[config.mk]
export PLATFORM = sky130hd
export DESIGN_NAME = register_file
export DESIGN_NICKNAME = d
export VERILOG_FILES = /design/src/rtl/register_file_pkg.sv /design/src/rtl/regfile_read_mux.sv /design/src/rtl/register_file.sv
export SDC_FILE = /design/constraint.sdc
export NUM_CORES = 1
export LEC_CHECK = 0
export CELL_PAD_IN_SITES_DETAIL_PLACEMENT = 1
export CELL_PAD_IN_SITES_GLOBAL_PLACEMENT = 1
export CORE_UTILIZATION = 43
export CTS_BUF_LIST = sky130_fd_sc_hd__clkbuf_8 sky130_fd_sc_hd__clkbuf_16
export DETAILED_ROUTE_END_ITERATION = 10
export GPL_TIMING_DRIVEN = 0
export PLACE_DENSITY = 0.92
export RECOVER_POWER = 100
export SLEW_MARGIN = 20
export SYNTH_ARGS = -nofsm -noshare
export SYNTH_HDL_FRONTEND = slang
export SYNTH_SLANG_ARGS = --single-unit
[constraint.sdc]
create_clock -name clk -period 2.2 [get_ports clk]
set_input_delay 0.22 -clock clk [delete_from_list [all_inputs] [get_ports clk]]
set_output_delay 0.22 -clock clk [all_outputs]
set_load 0.01 [all_outputs]
[src/rtl/register_file_pkg.sv]
// Shared defaults for the register file: data width, address width, register count.
package register_file_pkg;

  localparam int unsigned DEF_DATA_W = 16;
  localparam int unsigned DEF_ADDR_W = 3;
  localparam int unsigned NUM_REGS   = 2 ** DEF_ADDR_W;

endpackage : register_file_pkg

[src/rtl/regfile_read_mux.sv]
// One combinational read port: selects a register from the flattened bank,
// forces register 0 to zero and, with REGFILE_BYPASS_EN defined, forwards
// same-cycle write data when the addresses match.
module regfile_read_mux
  import register_file_pkg::*;
#(
  parameter int unsigned DATA_W = DEF_DATA_W,
  parameter int unsigned ADDR_W = DEF_ADDR_W
) (
  input  logic [(2**ADDR_W)*DATA_W-1:0] regBank,
  input  logic [ADDR_W-1:0]             regNum,
`ifdef REGFILE_BYPASS_EN
  input  logic                          bypassEn,
  input  logic [ADDR_W-1:0]             bypassNum,
  input  logic [DATA_W-1:0]             bypassData,
`endif
  output logic [DATA_W-1:0]             readData
);

  // Select stored word, optionally override with in-flight write, then pin r0 to zero.
  always_comb begin
    readData = regBank[regNum*DATA_W +: DATA_W];
`ifdef REGFILE_BYPASS_EN
    if (bypassEn && (bypassNum == regNum)) begin
      readData = bypassData;
    end
`endif
    if (regNum == '0) begin
      readData = '0;
    end
  end

endmodule : regfile_read_mux

[src/rtl/register_file.sv]
// Two-read / one-write register file with synchronous active-high reset.
// Register 0 is hardwired to zero. Define REGFILE_BYPASS_EN to forward
// write data to a matching read port within the same cycle.
module register_file
  import register_file_pkg::*;
#(
  parameter int unsigned DATA_W = DEF_DATA_W,
  parameter int unsigned ADDR_W = DEF_ADDR_W
) (
  input  logic              clk,
  input  logic              reset,
  input  logic              regWrite,
  input  logic [ADDR_W-1:0] regNum1,
  input  logic [ADDR_W-1:0] regNum2,
  input  logic [ADDR_W-1:0] regWriteNum,
  input  logic [DATA_W-1:0] writeData,
  output logic [DATA_W-1:0] readData1,
  output logic [DATA_W-1:0] readData2
);

  localparam int unsigned NUM_WORDS = 2 ** ADDR_W;

  // Flattened storage; slot 0 is never written so it stays at its reset value.
  logic [NUM_WORDS*DATA_W-1:0] regBank;

  // Reset clears everything and wins over a same-edge write; writes to r0 are dropped.
  always_ff @(posedge clk) begin
    if (reset) begin
      regBank <= '0;
    end else if (regWrite && (regWriteNum != '0)) begin
      regBank[regWriteNum*DATA_W +: DATA_W] <= writeData;
    end
  end

`ifdef REGFILE_BYPASS_EN
  logic bypassEn;

  // A write is forwardable only when it will actually land at the next edge.
  always_comb begin
    bypassEn = regWrite && !reset && (regWriteNum != '0);
  end
`endif

  regfile_read_mux #(
    .DATA_W (DATA_W),
    .ADDR_W (ADDR_W)
  ) u_readPort1 (
    .regBank    (regBank),
    .regNum     (regNum1),
`ifdef REGFILE_BYPASS_EN
    .bypassEn   (bypassEn),
    .bypassNum  (regWriteNum),
    .bypassData (writeData),
`endif
    .readData   (readData1)
  );

  regfile_read_mux #(
    .DATA_W (DATA_W),
    .ADDR_W (ADDR_W)
  ) u_readPort2 (
    .regBank    (regBank),
    .regNum     (regNum2),
`ifdef REGFILE_BYPASS_EN
    .bypassEn   (bypassEn),
    .bypassNum  (regWriteNum),
    .bypassData (writeData),
`endif
    .readData   (readData2)
  );

endmodule : register_file

==> results.py, run 1 <==
metrics = {
    "run_status": {
        "status": "finished with violations",
        "violations": "negative setup slack",
    },
    "synthesis": {
        "ys_ff_latch": 112,
        "syn_area_sq_um": 6200,
        "async_flop_share_pct": 0,
        "ys.flop_type": "dfxtp_1",
        "synth_nets": 776,
        "synth_common_cells": "144 x a21oi_1, 114 x nand2_1, 112 x dfxtp_1",
        "synth_cells": 745,
        "yosysTopAreaCell": "dfxtp_1",
        "synthTopCellsByArea": "dfxtp_1 36%, a21oi_1 12%, mux4_2 11%",
        "synth_edf_count": 0,
        "yosysWarningCount": 0,
        "yosysMostFrequentCell": "a21oi_1",
        "yosys.area.top_type_share_pct": 36.2,
        "synth-seq-area-share_pct": 36.2,
        "syn_area_per_cell_sq_um": 8.32,
        "synth.distinct_cells": 29,
    },
    "critical_path": {
        "path_delay_family": "buffers and inverters",
        "cp_max_fo": 3,
        "cp-end-kind": "output port",
        "cp.required_ns": 1.98,
        "critPathMaxStageDelay_ns": 0.54,
        "worst_path_max_delay_cell": "clkdlybuf4s50_1",
        "cp_cell_sequence": "mux2_2, a221oi_2, a21oi_1, clkdlybuf4s50_1",
        "worstPathArrival_ns": 2.04,
        "setup.worst_path.start_class": "flip-flop",
        "worst-path-buf-inv": 1,
        "critPathKind": "reg -> out",
    },
    "global_routing": {
        "grt_max_degree": 18,
        "grt_pass1_wl_microns": 38200,
        "grt_usage_pct": 34.4,
        "grt_pass1_vias": 6937,
        "grt_overflow_total": 0,
        "antenna_found_initial": 0,
    },
    "die": {
        "rows": 43,
        "start_util_pct": 44.3,
        "dieArea_sq_um": 14900,
        "die_y_microns": 122,
        "die_w_microns": 122,
        "io_pins": 60,
        "core_area_sq_um": 14000,
    },
    "power_and_ir_drop": {
        "p_leak_nw": 2.45,
        "finalPower_w": 0.00475,
        "power_density_nw_per_um2": 644,
        "ir_worst_vdd_v": 0.000451,
    },
    "finish": {
        "reg_top3": "regBank: 112 flops",
        "nets": 825,
        "syn2layout_area_growth_pct": 18.8,
        "drive_gt1_share_pct": 20.9,
        "final_cell_area_sq_um": 7370,
        "largest_register_ff_count": 112,
        "post-route-util_pct": 52.7,
        "largest-register": "regBank",
        "fill_cells": 1701,
        "diodes": 0,
    },
    "sta": {
        "finalCriticalPeriod_ns": 2.26,
        "max_freq_mhz": 442,
        "setup_tns_ns": -0.156,
        "finalCritPeriodShare_pct": 103,
        "tightest_slew_ns": 0.690,
        "skew_ns": 0,
        "relSlewSlack_pct": 54.0,
        "slew_viol_final": 0,
        "fin_ws_ns": -0.0641,
        "setup_viol": 5,
        "hold_violations": 0,
    },
    "clock_tree": {
        "postCtsHoldBufs": 0,
        "clockRootBuffer": "clkbuf_16",
        "insertion_delay_ns": 0.37,
        "cts-htree-levels": 3,
        "cts_tree": "yes",
        "cts_made_buffers": 9,
        "clock_sinks": 112,
        "clock_path_buffers": 2,
        "clk_pin_slew_ns": 0.08,
    },
    "run": {
        "cap_violations": 0,
    },
    "place": {
        "placed_area_sq_um": 6790,
        "portBuffers": 36,
        "dp_hpwl_microns": 17300,
        "gp_congestion": 0.935,
        "place_ws_ns": -0.694,
    },
    "routing": {
        "routedWlPerCell_microns": 25.8,
        "drc": 0,
        "avgViaCountPerCell": 6.74,
        "dr.pass1.iters": 5,
        "vias": 6595,
        "drt_iter0_drc": 860,
        "ant_nets": 0,
        "drt_wl_total_microns": 25200,
    },
    "min_path": {
        "hp-class": "in -> reg",
    },
}
[stage by stage]
stage | hold WS, ns | cells
3_3_place_gp | 0.448 | 961
5_1_grt | 0.323 | 978
2_1_floorplan | 0.436 | 745
6_report | 0.293 | 978
3_5_place_dp | 0.457 | 961
4_1_cts | 0.274 | 978
[worst reg2reg max path, cell delays in order (launching register included)]
cell     delay (ns)
dfxtp_1        0.44
nand2_1        0.11
a21oi_1        0.21
[cells by family after synthesis]
kind of cell / synth area share (%)
simple gates: 20.3
buf+inv: 9.00
flops: 36.2
compound gates: 16.9
mux: 17.0
fa+ha+maj: 0.606
[metal layers]
metal | track usage [%] | vias up | wire (microns)
li1 | - | 2805 | -
met1 | 40.7 | 3257 | 9370
met2 | 57.5 | 416 | 12400
met4 | 21.5 | 0 | 1260
met3 | 6.37 | 117 | 2200
met5 | 0 | - | 0
[where the power goes]
part           switching, W  leakage, nW  internal [W]
Combinational      0.000541         1.39      0.000278
Sequential        0.0000315        0.905       0.00206
Clock              0.000815        0.155       0.00102
[final timing paths]
check / start / endpoint / slack (ns) / depth (start not counted)
hold reg to reg: regBank[98] / regBank[98] / 0.47 / 2
setup reg to reg: regBank[37] / regBank[37] / 1.36 / 2
hold / removal: writeData[8] / regBank[104] / 0.29 / 3
setup / recovery: regBank[52] / readData2[4] / -0.06 / 4
[layout by cell type, fill, tap and decap left out, types with 30 or more instances in the layout]
cell type / n
inv_1: 34
mux2_2: 32
dfxtp_1: 111
clkbuf_1: 32
nand3_1: 49
clkdlybuf4s50_1: 32
nand4_1: 65
mux4_2: 30
a21oi_1: 142
nand2_1: 114
[area by class of cell]
cell class | count | area (sq um) | share of cell area, %
sequential | 112 | 2240 | 30.4
clock inverter | 5 | 81.3 | 1.10
inverter | 34 | 128 | 1.73
timing repair buffer | 38 | 375 | 5.09
tap | 180 | 225 | 3.06
buffer | 96 | 529 | 7.18
clock buffer | 10 | 239 | 3.24
multi-input combinational | 503 | 3550 | 48.1
[repair_timing]
action                                  4_1_cts  5_1_grt
gates resized for setup                      40       57
pin swaps                                     1        0
setup buffers                                 2        0
endpoints found under the setup margin      124      110
No activity file was read; power rests on OpenSTA's default activity.
==> run 2, diff against run 1 <==
--- a/config.mk
+++ b/config.mk
@@ -11,9 +11,9 @@
 export CTS_BUF_LIST = sky130_fd_sc_hd__clkbuf_8 sky130_fd_sc_hd__clkbuf_16
 export DETAILED_ROUTE_END_ITERATION = 10
 export GPL_TIMING_DRIVEN = 0
+export MAX_ROUTING_LAYER = met4
 export PLACE_DENSITY = 0.92
 export RECOVER_POWER = 100
-export SLEW_MARGIN = 20
 export SYNTH_ARGS = -nofsm -noshare
 export SYNTH_HDL_FRONTEND = slang
 export SYNTH_SLANG_ARGS = --single-unit
==> results.py, run 2 (synthesis results as in run 1) <==
metrics = {
    "run_status": {
        "status": "finished with violations",
        "violations": "negative setup slack",
    },
    "finish": {
        "syn2layout_area_growth_pct": 19.1,
        "post-route-util_pct": 52.8,
        "drive_gt1_share_pct": 21.1,
        "largest-register": "regBank",
        "mostFrequentLayoutCell": "a21oi_1",
        "reg_top3": "regBank: 112 flops",
        "largest_register_ff_count": 112,
        "diodes": 0,
        "nets": 825,
        "layout_common_cells": "142 x a21oi_1, 114 x nand2_1, 111 x dfxtp_1, 65 x nand4_1, 49 x nand3_1",
    },
    "sta": {
        "tightest_slew_ns": 0.665,
        "slew_viol_final": 0,
        "setup_viol": 5,
        "fin_ws_ns": -0.0577,
        "relSlewSlack_pct": 55.7,
        "hold_violations": 0,
        "skew_ns": 0,
        "holdWs_ns": 0.288,
        "finalCriticalPeriod_ns": 2.26,
        "max_freq_mhz": 443,
        "finalCritPeriodShare_pct": 103,
    },
    "routing": {
        "drt_iter0_drc": 754,
        "wl_met2_microns": 12400,
        "drt_wl_total_microns": 25300,
        "vias": 6696,
        "drc": 0,
        "wirelength_met1_microns": 9540,
        "wl_met3_microns": 2040,
        "avgViaCountPerCell": 6.85,
        "routedWlPerCell_microns": 25.9,
        "top_layer": "met4",
        "ant_nets": 0,
        "dr.pass1.iters": 7,
    },
    "global_routing": {
        "grt_max_degree": 18,
        "grt_pass1_vias": 6889,
        "grt_pass1_wl_microns": 38200,
        "antenna_found_initial": 0,
        "grt_usage_pct": 35.4,
        "grt_overflow_total": 0,
    },
    "critical_path": {
        "worst-path-buf-inv": 1,
        "cp_cell_sequence": "mux2_2, a221oi_2, a21oi_1, clkdlybuf4s50_1",
        "cp.required_ns": 1.98,
        "critPathMaxStageDelay_ns": 0.53,
        "timing.rr.start": "regBank[37]",
        "cp-end-kind": "output port",
        "setup.worst_path.start_class": "flip-flop",
        "worstPathArrival_ns": 2.04,
        "cp_max_fo": 3,
        "critPathKind": "reg -> out",
        "path_delay_family": "buffers and inverters",
        "worst_path_max_delay_cell": "clkdlybuf4s50_1",
        "r2r-end": "regBank[37]",
        "crit_start": "regBank[53]",
        "reg2reg_depth": 2,
        "r2r_slack_ns": 1.40,
    },
    "clock_tree": {
        "insertion_delay_ns": 0.37,
        "cts_made_buffers": 9,
        "clock_sinks": 112,
        "postCtsHoldBufs": 0,
        "cts_tree": "yes",
        "clockRootBuffer": "clkbuf_16",
        "clk_pin_slew_ns": 0.08,
        "clock_path_buffers": 2,
        "cts-htree-levels": 3,
    },
    "power_and_ir_drop": {
        "power.internal_w": 0.00336,
        "sw_frac_of_total_pct": 29.2,
        "power_density_nw_per_um2": 644,
        "switchingPower_w": 0.00139,
        "p_comb_share_pct": 17.3,
        "p_clk_share_pct": 38.7,
        "p_seq_share_pct": 44.0,
        "p_leak_nw": 2.44,
        "ir_worst_vdd_v": 0.000440,
    },
    "run": {
        "cap_violations": 0,
    },
    "min_path": {
        "min_to": "regBank[107]",
        "min-delay-start": "writeData[11]",
        "hp-class": "in -> reg",
        "min_path_cells": 3,
    },
    "die": {
        "die_w_microns": 122,
        "core_area_sq_um": 14000,
        "dieArea_sq_um": 14900,
        "rows": 43,
        "die_y_microns": 122,
        "start_util_pct": 44.3,
        "io_pins": 60,
    },
    "place": {
        "gp_congestion": 0.952,
        "portBuffers": 36,
        "dp_hpwl_microns": 17300,
    },
}
run 2: per-layer routing:
| metal | global-route usage [%] | vias up |
|---|---|---|
| met1 | 41.5 | 3327 |
| li1 | - | 2808 |
| met5 | - | - |
| met2 | 57.5 | 433 |
| met4 | 21.1 | 0 |
| met3 | 5.43 | 128 |
run 2: layout make-up:
type / instances / area [sq um]
timing repair buffer: 38 / 373
clock buffer: 10 / 239
sequential: 112 / 2240
buffer: 96 / 529
clock inverter: 5 / 81.3
fill: 1693 / 6610
multi-input combinational: 503 / 3560
inverter: 34 / 128
tap: 180 / 225
run 2: timing repair:
| action | CTS | global route |
|---|---|---|
| gates resized for setup | 40 | 56 |
| setup endpoints to repair | 124 | 111 |
| pin swaps | 1 | 0 |
| buffers inserted | 2 | 0 |
run 2: worst min-delay path: stages:
cell and delay [ns]:
clkbuf_1 0.21, nand3_1 0.13, a21oi_1 0.06
run 2: how the worst max path moves through the flow:
stage | to | slack [ns] | depth (start not counted)
2_1_floorplan | regBank[70] | 0.51 | 9
3_3_place_gp | regBank[73] | -0.56 | 8
3_5_place_dp | regBank[75] | -0.69 | 8
4_1_cts | regBank[75] | 0.009 | 10
5_1_grt | regBank[80] | -0.11 | 10
6_report | readData1[5] | -0.06 | 4
run 2: power groups by stage:
| stage | registers, W | clock network [W] | logic (W) |
|---|---|---|---|
| global route | 0.00209 | 0.00190 | 0.000860 |
| finish | 0.00209 | 0.00184 | 0.000824 |
| CTS | 0.00209 | 0.00183 | 0.000760 |
| detailed placement | 0.00213 | 0 | 0.000720 |
| global placement | 0.00213 | 0 | 0.000703 |
| floorplan | 0.00212 | 0 | 0.000446 |
run 2: stage by stage:
step           instances  worst slack, ns  TNS (ns)  instance area, sq um  power (W)
2_1_floorplan        745            0.507         0                  6200    0.00257
6_report             978          -0.0577    -0.226                  7380    0.00475
3_3_place_gp         961           -0.557    -43.68                  6790    0.00283
3_5_place_dp         961           -0.694    -54.44                  6790    0.00285
5_1_grt              978           -0.110    -0.660                  7380    0.00486
4_1_cts              978          0.00895         0                  7250    0.00468
==> RTL change, RTL diff (flow settings as in run 1) <==
Register the output `readData2`, cleared by the reset; this adds one clock of latency there. The other outputs are not delayed to match.
--- a/src/rtl/register_file.sv
+++ b/src/rtl/register_file.sv
@@ -19,6 +19,8 @@
 );
 
   localparam int unsigned NUM_WORDS = 2 ** ADDR_W;
+
+  logic [DATA_W-1:0] readData2_d;
 
   // Flattened storage; slot 0 is never written so it stays at its reset value.
   logic [NUM_WORDS*DATA_W-1:0] regBank;
@@ -66,8 +68,16 @@
     .bypassNum  (regWriteNum),
     .bypassData (writeData),
 `endif
-    .readData   (readData2)
+    .readData   (readData2_d)
   );
+
+  always_ff @(posedge clk) begin
+    if (reset) begin
+      readData2 <= '0;
+    end else begin
+      readData2 <= readData2_d;
+    end
+  end
 
 endmodule : register_file
 
Formal check against the unedited RTL: not equivalent (Yosys sat finds a counterexample within 4 cycles, from zero or initial values and one cycle with reset high).
==> RTL change against run 1 <==
The run still ends with negative setup slack left; synthesized area grew 13%; total power up 42%; sequential cell count grew 16; maximum frequency is 1.5% higher; routed wire length rose by 20%; clock power increased by 86%; setup slack improved by 0.034 ns; design area up 20%.
==> RTL change: results (changes against run 1) <==
| Metric | Value |
|---|---|
| Inserted Diodes | `0 (unchanged)` |
| Largest fanout on the critical path | `10 (+7)` |
| Vias in the first global route | `7706 (+11%)` |
| Placer Congestion | `0.922 (-1.4%)` |
| DP Wirelength | `19.5 mm (+13%)` |
| Ranking of synthesized cells by area | `dfxtp_1 (37%), mux2i_1 (14%), mux2_2 (7.7%)` |
| Final Net Count | `891 (+8.0%)` |
| Synth top cells by count | `dfxtp_1 (128), mux2i_1 (96), a21oi_1 (80)` |
| Total CTS buffers | `17 (+8)` |
| Clock Path Buffers | `2 (unchanged)` |
| Drt first pass iters | `6 (+1)` |
| Final TNS setup | `-0.0798 ns (+0.0764 ns)` |
| Post-synth cell types | `34 (+17%)` |
| Tightest Pin Transition | `0.937 ns (+0.247 ns)` |
| Worst Hold Class | `primary input to register` |
| Slowest CP cell | `clkbuf_1` |
| Worst setup margin | `-0.0305 ns (+0.0336 ns)` |
| Share of post-route cells with drive strength above 1 | `18.6% (-2.4 points)` |
| Clock Skews | `0.00824 ns (+0.00824 ns)` |
| Largest regs | `regBank x112, readData2 x16` |
| Ys Warns | `0 (unchanged)` |
| Vias | `7404 (+12%)` |
| First-pass GRT wire length | `45.4 mm (+19%)` |
| 1st-iter DRT viols | `915 (+6.4%)` |
| Dpl cells | `1051 (+9.4%)` |
| Port Buffers | `54 (+50%)` |
| Avg Inst Size Synth | `8.97 sq um (+7.8%)` |
| Reg clk slew, reported paths | `0.06 ns (-0.02 ns)` |
| Pre-CTS WS | `-1.04 ns (-0.342 ns)` |
| CP arrival | `2.58 ns (+0.54 ns)` |
| Filler instances | `1810 (+6.4%)` |
| Latest clock arrival within the worst-skew pair | `0.44 ns (+0.07 ns)` |
| Sequential-to-total area share from yosys stat | `36.6% (+0.41 points)` |
| Root buffer cell | `clkbuf_16` |
| Ys flop type | `dfxtp_1` |
| Setup violators final | `3 (-2)` |
| Ys async rst share | `0% (unchanged)` |
| Lkg Pwr | `3.26 nW (+33%)` |
| Routed length per instance | `27.8 microns (+7.9%)` |
| Crit-path max cell delay | `0.47 ns (-0.07 ns)` |
| Number of H-tree levels | `4 (+1)` |
| Failing checks | `negative setup slack` |
| Largest net degree at the start of global routing | `17 (-1)` |
| Total Wirelength | `30.3 mm (+20%)` |
| Outcome | `complete, but fails checks` |
| VDD IR max | `0.565 mV (+25%)` |
| Biggest register | `regBank` |
| Post-synth net total | `812 (+4.6%)` |
| Initial antenna violation count | `0 (unchanged)` |
| Gr usage total | `36.8% (+2.4 points)` |
RTL change: cell types whose count changed after synthesis, moves of 30 or more:
cell,before,now
a21oi_1,144,80
inv_1,34,3
mux2i_1,2,96
mux4_2,30,0
nand2_1,114,39
nand2b_1,2,52
nand3_1,52,7
o21ai_0,0,64
RTL change: through the flow:
stage               utilization, %  total power, mW  instance area (sq um)  hold WS [ns]
CTS                           54.7             6.65                   8700         0.308
finish                        55.6             6.73                   8830         0.373
global placement              49.2             3.20                   7820         0.470
detailed placement            49.2             3.23                   7820         0.483
floorplan                        -             2.89                   7010         0.374
global route                  55.6             6.84                   8830         0.332
RTL change: metal layers:
metal	global-route usage (%)	part of all wire, %	up-vias
met5	0	0	-
met4	22.8	6.3	0
met3	8.22	9.4	200
met2	60.4	46	549
met1	43.7	38	3590
li1	-	-	3065
RTL change: where the power goes:
| group | leakage, nW | total [mW] | internal (mW) | switching (mW) |
|---|---|---|---|---|
| Combinational | 1.87 | 0.920 | 0.326 | 0.594 |
| Clock | 0.353 | 3.43 | 2.32 | 1.12 |
| Sequential | 1.03 | 2.38 | 2.35 | 0.0226 |
| Total | 3.26 | 6.73 | 5.00 | 1.73 |
RTL change: repair_timing:
item,in CTS,in global routing
resized for setup,54,41
gates cloned,0,1
pin swaps,2,2
hold buffers,0,0
setup buffers,5,3
setup endpoints to repair,128,98
endpoints found under the hold margin,0,0
RTL change: final cells by class:
type                    instances  area share, %
clock inverters                12           2.68
clock buffers                  20           5.28
inverters                       3          0.127
plain buffers                  90           5.65
flip-flops and latches        128           29.0
well taps                     216           3.06
repair buffers                 63           7.14
multi-input cells             557           47.1
RTL change: logic make-up (layout without fill, tap and decap cells):
logic type,count (synthesis),after routing,share of synthesized area [%]
fa+ha+maj,3,3,0.536
compound gates,208,208,17.7
mux,144,144,21.4
flops,128,128,36.6
simple gates,202,202,17.7
buf+inv,96,188,6.07
RTL change: worst paths after layout:
path / from / endpoint / slack (ns) / cells past startpoint
max: regWriteNum[0] / regBank[50] / -0.03 / 10
min: regNum2[0] / readData2[0] / 0.37 / 3
max reg2reg: regBank[84] / readData2[4] / 0.52 / 3
min reg2reg: regBank[100] / regBank[100] / 0.50 / 2
RTL change: critical path, delay by kind of cell:
| family | cells | cell delay (ns) |
|---|---|---|
| adders and majority gates | 2 | 0.42 |
| and+or+nand+nor | 1 | 0.20 |
| buffers and inverters | 5 | 1.20 |
| AOI/OAI and AO/OA | 2 | 0.53 |
